File: src/rtl/pkt_port_tx.sv
// Egress transmitter for one switch port: store-and-forward byte FIFO feeding a
// start/ack handshake, with ack-timeout packet drop and saturating statistics.
//
// state | meaning
// IDLE  | waiting for a complete packet in the FIFO
// START | first byte presented with start strobe, waiting for package_ack
// SEND  | streaming remaining bytes, one per cycle
// DROP  | discarding the rest of an unacknowledged packet
module pkt_port_tx #(
  parameter int DEPTH       = 64,
  parameter int ACK_TIMEOUT = 16
) (
  input  logic        clk,
  input  logic        rst,
  input  logic [7:0]  wr_data,
  input  logic        wr_last,
  input  logic        wr_valid,
  output logic        wr_ready,
  output logic [7:0]  package_out,
  output logic        package_out_start,
  output logic        read_data_valid,
  input  logic        package_ack,
  output logic        tx_busy,
  output logic [15:0] pkt_sent_cnt,
  output logic [15:0] pkt_drop_cnt
);

  localparam int AW = $clog2(DEPTH);
  localparam int CW = AW + 1;
  localparam int TW = (ACK_TIMEOUT > 1) ? $clog2(ACK_TIMEOUT) : 1;
  localparam logic [TW-1:0] TIMER_MAX = TW'(ACK_TIMEOUT - 1);

  typedef enum logic [1:0] {IDLE, START, SEND, DROP} state_t;

  state_t          state;
  logic [TW-1:0]   timer;
  logic [8:0]      mem [DEPTH];
  logic [AW-1:0]   wr_ptr;
  logic [AW-1:0]   rd_ptr;
  logic [CW-1:0]   count;
  logic [CW-1:0]   pkt_cnt;
  logic            push;
  logic            pop;
  logic            head_last;
  logic [7:0]      head_data;

  assign wr_ready  = (count != CW'(DEPTH));
  assign push      = wr_valid && wr_ready;
  assign head_last = mem[rd_ptr][8];
  assign head_data = mem[rd_ptr][7:0];

  always_comb begin
    pop = 1'b0;
    unique case (state)
      START:      pop = package_ack || (timer == TIMER_MAX);
      SEND, DROP: pop = 1'b1;
      default:    pop = 1'b0;
    endcase
  end

  // Output decode straight off the state register, so reset clears them at once.
  assign package_out_start = (state == START);
  assign read_data_valid   = (state == START) || (state == SEND);
  assign package_out       = read_data_valid ? head_data : 8'h00;
  assign tx_busy           = (state != IDLE);

  always_ff @(posedge clk) begin
    if (push) mem[wr_ptr] <= {wr_last, wr_data};
  end

  always_ff @(posedge clk or negedge rst) begin
    if (!rst) begin
      wr_ptr  <= '0;
      rd_ptr  <= '0;
      count   <= '0;
      pkt_cnt <= '0;
    end else begin
      if (push) wr_ptr <= wr_ptr + 1'b1;
      if (pop)  rd_ptr <= rd_ptr + 1'b1;
      if (push && !pop)      count <= count + 1'b1;
      else if (pop && !push) count <= count - 1'b1;
      if ((push && wr_last) && !(pop && head_last))      pkt_cnt <= pkt_cnt + 1'b1;
      else if (!(push && wr_last) && (pop && head_last)) pkt_cnt <= pkt_cnt - 1'b1;
    end
  end

  always_ff @(posedge clk or negedge rst) begin
    if (!rst) begin
      state        <= IDLE;
      timer        <= '0;
      pkt_sent_cnt <= '0;
      pkt_drop_cnt <= '0;
    end else begin
      unique case (state)
        IDLE: begin
          if (pkt_cnt != '0) begin
            state <= START;
            timer <= '0;
          end
        end
        START: begin
          if (package_ack) begin
            if (head_last) begin
              state <= IDLE;
              if (pkt_sent_cnt != 16'hFFFF) pkt_sent_cnt <= pkt_sent_cnt + 16'd1;
            end else begin
              state <= SEND;
            end
          end else if (timer == TIMER_MAX) begin
            if (head_last) begin
              state <= IDLE;
              if (pkt_drop_cnt != 16'hFFFF) pkt_drop_cnt <= pkt_drop_cnt + 16'd1;
            end else begin
              state <= DROP;
            end
          end else begin
            timer <= timer + 1'b1;
          end
        end
        SEND: begin
          if (head_last) begin
            state <= IDLE;
            if (pkt_sent_cnt != 16'hFFFF) pkt_sent_cnt <= pkt_sent_cnt + 16'd1;
          end
        end
        DROP: begin
          if (head_last) begin
            state <= IDLE;
            if (pkt_drop_cnt != 16'hFFFF) pkt_drop_cnt <= pkt_drop_cnt + 16'd1;
          end
        end
        default: state <= IDLE;
      endcase
    end
  end

endmodule

File: config.mk
export PLATFORM = sky130hd
export DESIGN_NAME = pkt_port_tx
export DESIGN_NICKNAME = d
export VERILOG_FILES = /design/src/rtl/pkt_port_tx.sv
export SDC_FILE = /design/constraint.sdc
export NUM_CORES = 1
export LEC_CHECK = 0
export CAP_MARGIN = 10
export CORE_AREA = 2 2 251 253
export DETAILED_ROUTE_END_ITERATION = 10
export DIE_AREA = 0 0 253 255
export SYNTH_ARGS = -nofsm -noshare
export SYNTH_HDL_FRONTEND = slang
export SYNTH_SLANG_ARGS = --single-unit
File: constraint.sdc
create_clock -name clk -period 4.9 [get_ports clk]
set_input_delay 0.49 -clock clk [delete_from_list [all_inputs] [get_ports clk]]
set_output_delay 0.49 -clock clk [all_outputs]
set_load 0.005 [all_outputs]
Word level (Yosys, flattened, before mapping)

Memories as Yosys holds them, arrays and structs flattened.
Index checks and enable logic that the tools add are counted.
Widths: inputs -> output; s select.

Memory bits (writable): 576
Input bits: 13
Memory bits (read-only): 0
Latch bits: 0
Output and inout bits: 44
Memories kept: 1
Register bits after elaboration: 64
Word-level logic and storage cells: 86

Multipliers: 0
Divide/modulo/power cells: 0
Reductions and logical operators: 26
Bitwise operators: 0
Equality and inequality tests: 14
$lt $le $gt $ge: 0
Add/subtract/negate cells: 9
Shifts and indexed selects: 0
Muxes and demuxes: 28

Memory list:

| name | depth | bits a word | read ports | clocked after memory_dff | write ports | line | RTL |
|---|---|---|---|---|---|---|---|
| mem  | 64    | 9           | 1          | 0                        | 1           | 37   | `logic [8:0] mem [DEPTH];` |

Operators with widths:

| operator              | count |
|---|---|
| $mux 16               | 7 |
| $pmux 16 s2           | 2 |
| $add 16x1->16 const B | 2 |
| $ne 16x16->1 const B  | 2 |
| $mux 7                | 4 |
| $add 7x1->7 const B   | 2 |
| $sub 7x1->7 const B   | 2 |
| $add 6x1->6 const B   | 2 |
| $mux 2                | 6 |
| $mux 4                | 3 |
| $reduce_bool 2->1     | 6 |
| $mux 8                | 1 |
| $pmux 4 s2            | 1 |
| $logic_and 1x1->1     | 7 |
| $ne 7x7->1 const B    | 1 |
| $reduce_bool 7->1     | 1 |
| $ne 2x1->1 const B    | 3 |
| $ne 2x2->1 const B    | 3 |
| $pmux 2 s3            | 1 |
| $reduce_and 3->1      | 2 |
| $add 4x1->4 const B   | 1 |
| $eq 2x2->1 const B    | 2 |
| $eq 4x4->1 const B    | 1 |
| $logic_not 1->1       | 4 |
| other kinds (9)       | 11 |

Longest topological paths before layout

Depth after elaboration: 7
Mapped depth: 18
Mapped depth without buffers: 16

Worst setup path before layout

OpenSTA, ideal clock, no wires.

Path type: flip-flop to flip-flop
Start: register rd_ptr[0]
End: register pkt_cnt[6]
Setup time: 0.125 ns
Arrival time: 3.371 ns
Stages on the path, launching flop included: 18
Required time: 4.775 ns
Buffers on the path: 2
Slack: 1.403 ns
Clock period less this slack: 3.497 ns
Cell sequence: dfrtp_1 buf_6 buf_6 mux4_2 a31oi_1 o211ai_1 a32o_1 nand2_1 ha_1 inv_1 fa_1 a21o_1 a21oi_1 o21bai_1 a21oi_1 xnor2_1 nor2_1 xor2_1

Word-level cells in the longest chain between the ends: 5

RTL lines:

| item                                        | line   | RTL |
|---|---|---|
| start: declaration                          | 39     | `logic [AW-1:0] rd_ptr;` |
| start signal: assignment                    | 79     | `if (pop) rd_ptr <= rd_ptr + 1'b1;` |
| $mem_v2 64x9 *                              | n/a    |  |
| $logic_and 1x1->1 *                         | 82, 83 |  |
| $logic_not 1->1                             | 82     | `if ((push && wr_last) && !(pop && head_last)) pkt_cnt <= pkt_cnt + 1'b1;` |
| $logic_and 1x1->1                           | 82     |  |
| $mux 7 or $reduce_bool 2->1 (tied branches) | n/a    |  |
| end signal: assignment                      | 82     |  |
| end signal: assignment                      | 83     | `else if (!(push && wr_last) && (pop && head_last)) pkt_cnt <= pkt_cnt - 1'b1;` |
| end: declaration                            | 41     | `logic [CW-1:0] pkt_cnt;` |

Every way passes the cells marked *; elsewhere a longest branch is shown, timed or not.
A chain may end at the register's enable or synchronous reset.

Final worst setup path

Start: register rd_ptr[0]
End: output package_out[3]

Word-level cells in the longest chain between the ends: 2

RTL lines:

| item             | line | RTL |
|---|---|---|
| $mem_v2 64x9     | n/a  |  |
| $mux 8           | 64   | `assign package_out = read_data_valid ? head_data : 8'h00;` |
| end: declaration | 19   | `output logic [7:0] package_out,` |

Every way passes these cells.

==> impl.org <==
** Synthesis
- Proportion of netlist area held by the largest area contributor :: 67.5%
- Most used flip-flop cell after synthesis :: edfxtp_1
- Sequential cells were found to cover 73.8% of the synthesized design area.
- Synthesis produced a netlist with a net count of 1,295.
- The commonest cells after synthesis are edfxtp_1, mux4_2, nor2_1.
- The synthesized design contains 640 register bits.
- The netlist uses 46 different library cells.
- Number of warnings printed during yosys synthesis :: 0
- Counting flops with a built-in enable in the synthesized netlist gives 576.
- The cell count after synthesis came out at 1,258.
- Counting flops with an async set or reset pin after synthesis yields a share of 10.0%.
- Top post-synthesis cells by area :: edfxtp_1, mux4_2, dfrtp_1
- Of all cell types, the one taking the most synthesized area is edfxtp_1.
- Most common cell in the synthesized netlist :: edfxtp_1
- Avg Synthesized Cell Area :: 20.4 um^2
- The synthesized netlist occupies a cell area of 25,600 um^2.

** Clock tree
- The later pin in the worst-skew pair is clocked with a latency of 620 ps.
- TritonCTS sink count :: 640
- TritonCTS clock tree :: done
- Bufs on Longest Clock Path :: 3
- The clock tree synthesis step divided the H-tree into 3 levels.
- The tree is rooted in a clkbuf_16.
- In this run, CTS created clock tree buffers numbering 69.
- Clk pin slew, worst setup/hold paths :: 60 ps

** Placed design
- Prior to clock tree synthesis, the placed netlist has a worst setup slack of 745 ps.
- HPWL Detailed :: 33,900 um
- Buffers placed on the I/O ports in this run total 56.
- Final estimated routing congestion in global placement :: 0.758

** Global route
- Vias in the first global route :: 12,400
- For this run the aggregate overflow at the end of global routing stands at 0.
- Entering global routing, the biggest net connects 65 pins.
- The number of antenna violations at the first check in global routing was 0.
- First-pass GRT wire length :: 82,400 um
- Global routing consumed, over all layers together, 17.5% of the routing resources.

** Die
- The initial utilization of the core area, before any placement, comes to 41.2%.
- The die covers 64,500 um^2.
- From left edge to right edge, the die measures 253 um.
- Core Area :: 62,200 um^2
- Num rows :: 92
- For this design the top-level I/O count stands at 57.
- The floorplan step set the die height to 255 um.

** STA
- Tmin final :: 4660 ps
- Setup clock skew after layout :: 31.0 ps
- Setup violations, final :: 0
- Post-route fraction of the period consumed by the critical path :: 95.2%
- Headroom to the max-slew limit came out at 17.7%.
- Max-slew violation total from the final report :: 0
- At the pin with the least slew margin, the transition time is 1230 ps.
- Setup repair after global routing left no endpoint under its margin.
- After layout, the worst setup slack is 236 ps.
- Hold Violations, Final :: 0
- Setup Total Neg Slack :: 0 ps
- F_max :: 214 MHz
- Hold timing on the final database bottoms out at a slack of 74.9 ps.

** Cells and area
- Compared with the post-synthesis result, the final layout area differs by 14.1%.
- Net total in the final layout :: 1,393
- Of the cells placed in the final design, the portion with a size suffix greater than 1 is 24.0%.
- Diode insertion count for antenna repair :: 0
- Filler Cells Inserted :: 5,095

** Drt
- Wires add up to 54,700 um.
- In this run the remaining antenna-violating nets after routing total 0.
- WL/cell :: 24.8 um
- Before antenna repair, the detailed router went through 5 iterations.
- The first routing iteration left 1,128 violations.
- Total via count in the routed design :: 12,300
- Number of design rule violations left after detail routing :: 0
- Dividing the detail-routed via count by the number of cells gives 5.57.

** Outcome
- The run finished with clean final reports.

** Pwr
- Power per cell area :: 559 nW/um^2
- For this design the static power due to leakage is 9.48 nW.
- The worst-case IR drop observed on VDD is 301 uV.
- Total power for the finished layout comes to 16.4 mW.

** Job
- Across the run, the number of max-cap violations was 0.

** Critical path
- Category of the worst setup path launch point :: flip-flop
- Crit path capture type :: primary output
- For the worst setup path, the data required time is 4410 ps.
- The critical path is of the flip-flop to primary output type.
- Worst path arrival time :: 4170 ps
- Slowest cell on the critical path :: dfrtp_4
- Cell repeated most along the worst path :: mux4_2
- Longest individual stage delay on the worst path :: 660 ps
- The signal on the critical path passes through buf_4 -> mux4_2 -> mux4_2 -> mux4_2 -> and2_1 -> clkdlybuf4s50_1.
- In this run the worst path has a maximum fanout of 26.

** Min path
- The tightest min-delay check is of the input pin to async pin type.
## power by group
group	total, mW	switching, mW	internal (mW)
registers	6.73	0.436	6.29
clock network	4.82	2.10	2.72
logic	4.81	2.40	2.40
## cell type report
class	count	area, um^2	area share [%]
Timing Repair Buffer	91	830	2.84
Sequential cell	640	18900	64.7
Tap cell	799	1000	3.42
Clock inverter	40	265	0.907
Multi-Input combinational cell	541	6360	21.8
Inverter	13	48.8	0.167
Clock buffer	82	1820	6.22
## placed cells by master, fill, tap and decap left out, types with 12 or more instances in the layout
master / count
nand4_1: 13
nor2_1: 84
buf_4: 31
ha_1: 22
nand3b_1: 12
clkinv_2: 17
nand3_1: 24
dfrtp_1: 60
mux4_2: 180
inv_1: 13
xor2_1: 15
clkdlybuf4s50_1: 46
xnor2_1: 37
edfxtp_1: 576
and2_1: 12
and3_1: 15
nand2_1: 40
clkbuf_16: 71
## worst max-delay path, delay by kind of cell (launching register included)
family / cells / cell delay, ps
buffers and inverters: 2 / 1000
and+or+nand+nor: 1 / 210
DFF: 1 / 660
muxes: 3 / 1650
## final timing paths
check                      cells past startpoint             startpoint  slack (ps)                          end
setup / recovery                               6  rd_ptr[0]$_DFFE_PN0P_         240               package_out[3]
hold / removal                                 2                    rst          70  pkt_drop_cnt[8]$_DFFE_PN0P_
setup reg to reg                              16  rd_ptr[0]$_DFFE_PN0P_         870       pkt_cnt[6]$_DFFE_PN0P_
hold reg to reg                                1   count[6]$_DFFE_PN0P_         470         count[6]$_DFFE_PN0P_
max in group asynchronous                      2                    rst        4160        rd_ptr[2]$_DFFE_PN0P_
min in group clk                               1             wr_data[3]         460         mem[42][3]$_DFFE_PP_
## sequential cells by signal (all words and copies together) (netlist names)
signal,count
mem,576
pkt_drop_cnt,16
pkt_sent_cnt,16
count,7
pkt_cnt,7
rd_ptr,6
wr_ptr,6
timer,4
state,2
## what timing repair did
item | CTS | global route
hold buffers | 0 | 0
setup buffers | 0 | 0
resized for setup | 0 | 1
endpoints found under the setup margin | 0 | 2
## metal layers
layer / share of wire [%] / GRT usage (%)
met1: 44 / 24.6
met2: 48 / 27.4
met3: 5.9 / 3.64
met4: 2.3 / 6.07
met5: 0 / 0
## cell families (layout without fill, tap and decap cells)
| logic type | Yosys count | in the layout | synth area share, % |
|---|---|---|---|
| xor+xnor | 52 | 52 | 1.78 |
| mux | 198 | 198 | 16.6 |
| buf+inv | 77 | 226 | 1.41 |
| fa+ha+maj | 24 | 24 | 1.23 |
| simple gates | 214 | 214 | 3.97 |
| flops | 640 | 640 | 73.8 |
| compound gates | 53 | 53 | 1.29 |
## through the flow
stage	instance area, um^2	util [%]	cells
6_report	29200	47.0	2206
5_1_grt	29200	47.0	2206
4_1_cts	29200	46.9	2203
3_5_place_dp	27100	43.6	2081
3_3_place_gp	27100	43.6	2081
2_1_floorplan	25600	-	1258
(Power assumes the default switching activity.)
==> patch 1, RTL diff (same settings) <==
Set the parameter `ACK_TIMEOUT` to 32 (it was 16).
--- a/src/rtl/pkt_port_tx.sv
+++ b/src/rtl/pkt_port_tx.sv
@@ -9,5 +9,5 @@
 module pkt_port_tx #(
   parameter int DEPTH       = 64,
-  parameter int ACK_TIMEOUT = 16
+  parameter int ACK_TIMEOUT = 32
 ) (
   input  logic        clk,
Check against the original RTL: same outputs for any inputs over 4 cycles, from zero or initial values and one cycle with rst low; that may be too few to reach the edited logic, so the function may still have changed.
==> patch 1 against the unedited design <==
  * Register-to-register slack got worse by 260 ps
  * Count of clock-buffer cells in the layout is 12 higher
  * Synthesized area rose by 0.59%
  * Sequential cell count grew 1
  * Worst setup slack worse by 64 ps
  * Final area is 0.44% higher
  * Power up 0.45%
  * Critical path type unchanged
  * Wire length is 6.2% higher
==> patch 1: results (changes against the unedited design) <==
| Metric | Value |
|---|---|
| Outcome | `finished clean` |
| Placed instance area | `27300 sq um (+0.95%)` |
| Dpl ws | `551 ps (-194 ps)` |
| Setup crit start | `rd_ptr[1]$_DFFE_PN0P_` |
| Clock-cell share | `6.91% (-0.22 points)` |
| First-pass GRT wire length | `86400 um (+4.8%)` |
| WL met1 | `24200 um (+1.2%)` |
| Leakage | `0.00962 uW (+1.5%)` |
| M2 GR Usage | `29.5% (+2.1 points)` |
| Share of the yosys chip area belonging to registers | `73.4% (-0.34 points)` |
| Syn_nets | `1308 (+1.0%)` |
| Fraction of area in multi-input gates | `22.0% (+0.27 points)` |
| Routed via count | `12500 (+1.9%)` |
| Clkbuf count | `94 (+15%)` |
| Worst IR drop on VDD | `0.422 mV (+40%)` |
| Non-clock buffering overhead | `3.03% (+0.19 points)` |
| Largest net degree at the start of global routing | `66 (+1.5%)` |
| Netlist cell types | `48 (+4.3%)` |
| Worst clock skew | `29.2 ps (-1.82 ps)` |
| Sequential portion of the cell area | `64.5% (-0.21 points)` |
| Vias/cell | `5.61 (+0.84%)` |
| Switching pwr | `5020 uW (+1.8%)` |
| Comb pwr share | `30.0% (+0.6 points)` |
| Synth area leaders | `edfxtp_1 67%, mux4_2 16%, dfrtp_1 6.3%` |
| Met2 WL | `28200 um (+7.0%)` |
| Routability cong. | `0.818 (+7.9%)` |
| Multi-In Gates | `554 (+2.4%)` |
| Ratio of cells with drive above 1 in the final layout | `24.1% (+0.086 points)` |
| Slew margin rel. | `21.3% (+3.6 points)` |
| Top sig layer | `met5` |
| Post-DP HPWL | `36000 um (+6.2%)` |
| Nets | `1419 (+1.9%)` |
| Placed cells | `2108 (+1.3%)` |
| Syn Area/Cell | `20.3 sq um (-0.36%)` |
| Asr flop ratio synth | `10.1% (+0.14 points)` |
| Post-synth top cells | `576 x edfxtp_1, 184 x mux4_2, 87 x nor2_1, 65 x dfrtp_1, 42 x nand2_1` |
| All-layer global routing usage | `18.5% (+0.99 points)` |
| CTS sink cnt | `641 (+0.16%)` |
| Slowest stage delay, CP | `770 ps (+110 ps)` |
| Met3 wire len | `4130 um (+28%)` |
[patch 1: cell count changes after synthesis, sizes merged, moves of 8 or more]
cell,change
xnor2,-22
xor2,+22
nor3,+13
nor4,+12
clkbuf,-8
mux2i,-8
nand3,-8
[patch 1: logic make-up after synthesis]
group	count (synthesis)	synth area share (%)
DFF	641	73.4
and+or+nand+nor	228	4.21
muxes	196	16.6
buffers and inverters	75	1.48
AOI/OAI and AO/OA	53	1.26
xor gates and xnor gates	52	1.77
adders and majority gates	25	1.27
[patch 1: path summary, 6_finish.rpt]
path / cells past startpoint / to / slack (ps)
hold / removal: 2 / count[6]$_DFFE_PN0P_ / 80
setup / recovery: 6 / package_out[1] / 170
max in group asynchronous: 2 / rd_ptr[1]$_DFFE_PN0P_ / 4070
min in group clk: 1 / mem[51][5]$_DFFE_PP_ / 330
setup reg to reg: 16 / pkt_cnt[6]$_DFFE_PN0P_ / 610
hold reg to reg: 1 / count[6]$_DFFE_PN0P_ / 470
==> patch 2, RTL diff (config.mk and constraints unchanged) <==
Without the edit above. Register the output `pkt_drop_cnt` once more, cleared by the reset; this adds one clock of latency there. The other outputs are not delayed to match.
--- a/src/rtl/pkt_port_tx.sv
+++ b/src/rtl/pkt_port_tx.sv
@@ -32,4 +32,6 @@
 
   typedef enum logic [1:0] {IDLE, START, SEND, DROP} state_t;
+
+  logic [15:0] pkt_drop_cnt_s0;
 
   state_t          state;
@@ -90,5 +92,5 @@
       timer        <= '0;
       pkt_sent_cnt <= '0;
-      pkt_drop_cnt <= '0;
+      pkt_drop_cnt_s0 <= '0;
     end else begin
       unique case (state)
@@ -110,5 +112,5 @@
             if (head_last) begin
               state <= IDLE;
-              if (pkt_drop_cnt != 16'hFFFF) pkt_drop_cnt <= pkt_drop_cnt + 16'd1;
+              if (pkt_drop_cnt_s0 != 16'hFFFF) pkt_drop_cnt_s0 <= pkt_drop_cnt_s0 + 16'd1;
             end else begin
               state <= DROP;
@@ -127,5 +129,5 @@
           if (head_last) begin
             state <= IDLE;
-            if (pkt_drop_cnt != 16'hFFFF) pkt_drop_cnt <= pkt_drop_cnt + 16'd1;
+            if (pkt_drop_cnt_s0 != 16'hFFFF) pkt_drop_cnt_s0 <= pkt_drop_cnt_s0 + 16'd1;
           end
         end
@@ -135,4 +137,12 @@
   end
 
+  always_ff @(posedge clk or negedge rst) begin
+    if (!rst) begin
+      pkt_drop_cnt <= '0;
+    end else begin
+      pkt_drop_cnt <= pkt_drop_cnt_s0;
+    end
+  end
+
 endmodule
 
Function: same outputs for any inputs over 4 cycles, from zero or initial values and one cycle with rst low; that may be too few to reach the edited logic, so the function may still have changed.
==> patch 2 against the unedited design <==
  * Combinational power rose by 2%
  * Synthesized area rose by 1.4%
  * Non-clock buffer count rose by 6
  * Wire length rose by 4.4%
  * Power rose by 3.7%
  * Sequential cell count rose by 16
  * Final area rose by 2.3%
  * Worst setup slack improved by 41 ps
==> patch 2: results (changes against the unedited design) <==
| Metric | Value |
|---|---|
| Outcome | `finished clean` |
| DR WL/cell | `25.7 um (+3.6%)` |
| Ratio of cells with drive above 1 in the final layout | `24.4% (+0.40 points)` |
| Worst Hold Class | `input pin to register` |
| Compound-Gate Fraction of Synth Area | `1.21% (-0.081 points)` |
| CP Capture Point | `package_out[2]` |
| Placed instance area | `27500 sq um (+1.5%)` |
| Met1 Resource Use GR | `25.3% (+0.70 points)` |
| Top sig layer | `met5` |
| Worst IR drop on VDD | `0.315 mV (+4.5%)` |
| Setup crit start | `rd_ptr[1]$_DFFE_PN0P_` |
| Nets | `1411 (+1.3%)` |
| Worst clock skew | `27.2 ps (-3.79 ps)` |
| Post-synth top cells | `576 x edfxtp_1, 181 x mux4_2, 81 x nor2_1, 80 x dfrtp_1, 37 x nand2_1` |
| Antenna violations before repair | `1 (+1)` |
| Syn_nets | `1304 (+0.69%)` |
| Post-DP HPWL | `35600 um (+5.0%)` |
| Leakage | `0.00988 uW (+4.2%)` |
| Post-cts resize count | `0 (unchanged)` |
| Delay-heaviest family, CP | `multiplexers` |
| Ys flop type | `edfxtp_1` |
| Worst EP arrival | `4130 ps (-40 ps)` |
| Asr flop ratio synth | `12.2% (+2.2 points)` |
| DRT iter0 DRCs | `1135 (+0.62%)` |
| Slowest stage delay, CP | `780 ps (+120 ps)` |
| Max Cap Viol | `0 (unchanged)` |
| EDFF count, synth | `576 (unchanged)` |
| Clk buf depth | `3 (unchanged)` |
| Clock transition at path regs | `60 ps (about the same)` |
| WL met1 | `25200 um (+5.3%)` |
| Mux cell area share after synthesis | `16.4% (-0.17 points)` |
| Reg2Reg Setup Slack | `660 ps (-210 ps)` |
| M2 GR Usage | `29.7% (+2.3 points)` |
| H-tree levels | `3 (unchanged)` |
| M3 GR Usage | `3.19% (-0.45 points)` |
| Reg-to-reg startpoint | `rd_ptr[1]$_DFFE_PN0P_` |
| Clock latency on the worst-skew pair | `610 ps` |
| First-pass GRT wire length | `85200 um (+3.4%)` |
| Worst-Margin Slew | `1220 ps (-9.93 ps)` |
| CP Max Fanout | `34 (+31%)` |
| Synth Area in Adders | `1.21% (-0.017 points)` |
| Antenna fix cells | `0 (unchanged)` |
| Vias/cell | `5.59 (+0.47%)` |
| Met3 wire len | `2790 um (-13%)` |
| TritonCTS Buffers | `69 (unchanged)` |
| Share of the yosys chip area belonging to registers | `74.3% (+0.51 points)` |
| Largest net degree at the start of global routing | `65 (unchanged)` |
| Met2 WL | `28100 um (+6.5%)` |
| Post-Synth XOR/XNOR Area | `1.79% (+0.0089 points)` |
| Synth area leaders | `edfxtp_1 67%, mux4_2 16%, dfrtp_1 7.7%` |
| All-layer global routing usage | `18.1% (+0.60 points)` |
| Switching pwr | `5060 uW (+2.4%)` |
| Routability cong. | `0.775 (+2.2%)` |
| Vias in the first global route | `12600 (+1.2%)` |
-- patch 2: stage by stage --
step	setup slack (ps)	instances	power (uW)	util [%]
6_report	276	2224	17000	48.1
5_1_grt	137	2224	17700	48.1
4_1_cts	58.4	2218	17100	47.9
3_5_place_dp	674	2095	11900	44.2
3_3_place_gp	685	2095	11800	44.2
2_1_floorplan	1240	1267	10100	-
-- patch 2: power groups by stage --
stage / clock network (uW) / logic, uW / registers, uW
finish: 5250 / 4890 / 6820
global route: 5570 / 5260 / 6860
floorplan: 0 / 3440 / 6670
CTS: 5360 / 4930 / 6840
detailed placement: 0 / 4910 / 6960
global placement: 0 / 4860 / 6940
-- patch 2: worst min-delay path by stage --
stage	start	end	slack (ps)	cells after the start
2_1_floorplan	rst	count[0]$_DFFE_PN0P_	190	0
3_3_place_gp	pkt_drop_cnt_s0[5]$_DFFE_PN0P_	pkt_drop_cnt[5]$_DFF_PN0_	400	0
3_5_place_dp	pkt_drop_cnt_s0[15]$_DFFE_PN0P_	pkt_drop_cnt[15]$_DFF_PN0_	410	0
4_1_cts	rst	pkt_drop_cnt[5]$_DFF_PN0_	420	2
5_1_grt	wr_data[3]	mem[11][3]$_DFFE_PP_	350	1
6_report	wr_data[0]	mem[51][0]$_DFFE_PP_	360	1
-- patch 2: final cells by class --
class	instances	area [sq um]
clock buffers	91	1900
clock inverters	31	382
fillers	5132	32300
inverters	16	60.1
multi-input cells	534	6340
flip-flops and latches	656	19300
well taps	799	1000
repair buffers	97	911
-- patch 2: timing repair --
item | 4_1_cts | 5_1_grt
endpoints found under the hold margin | 39 | 0
endpoints found under the setup margin | 0 | 6
setup buffers | 0 | 1
hold buffers | 1 | 0
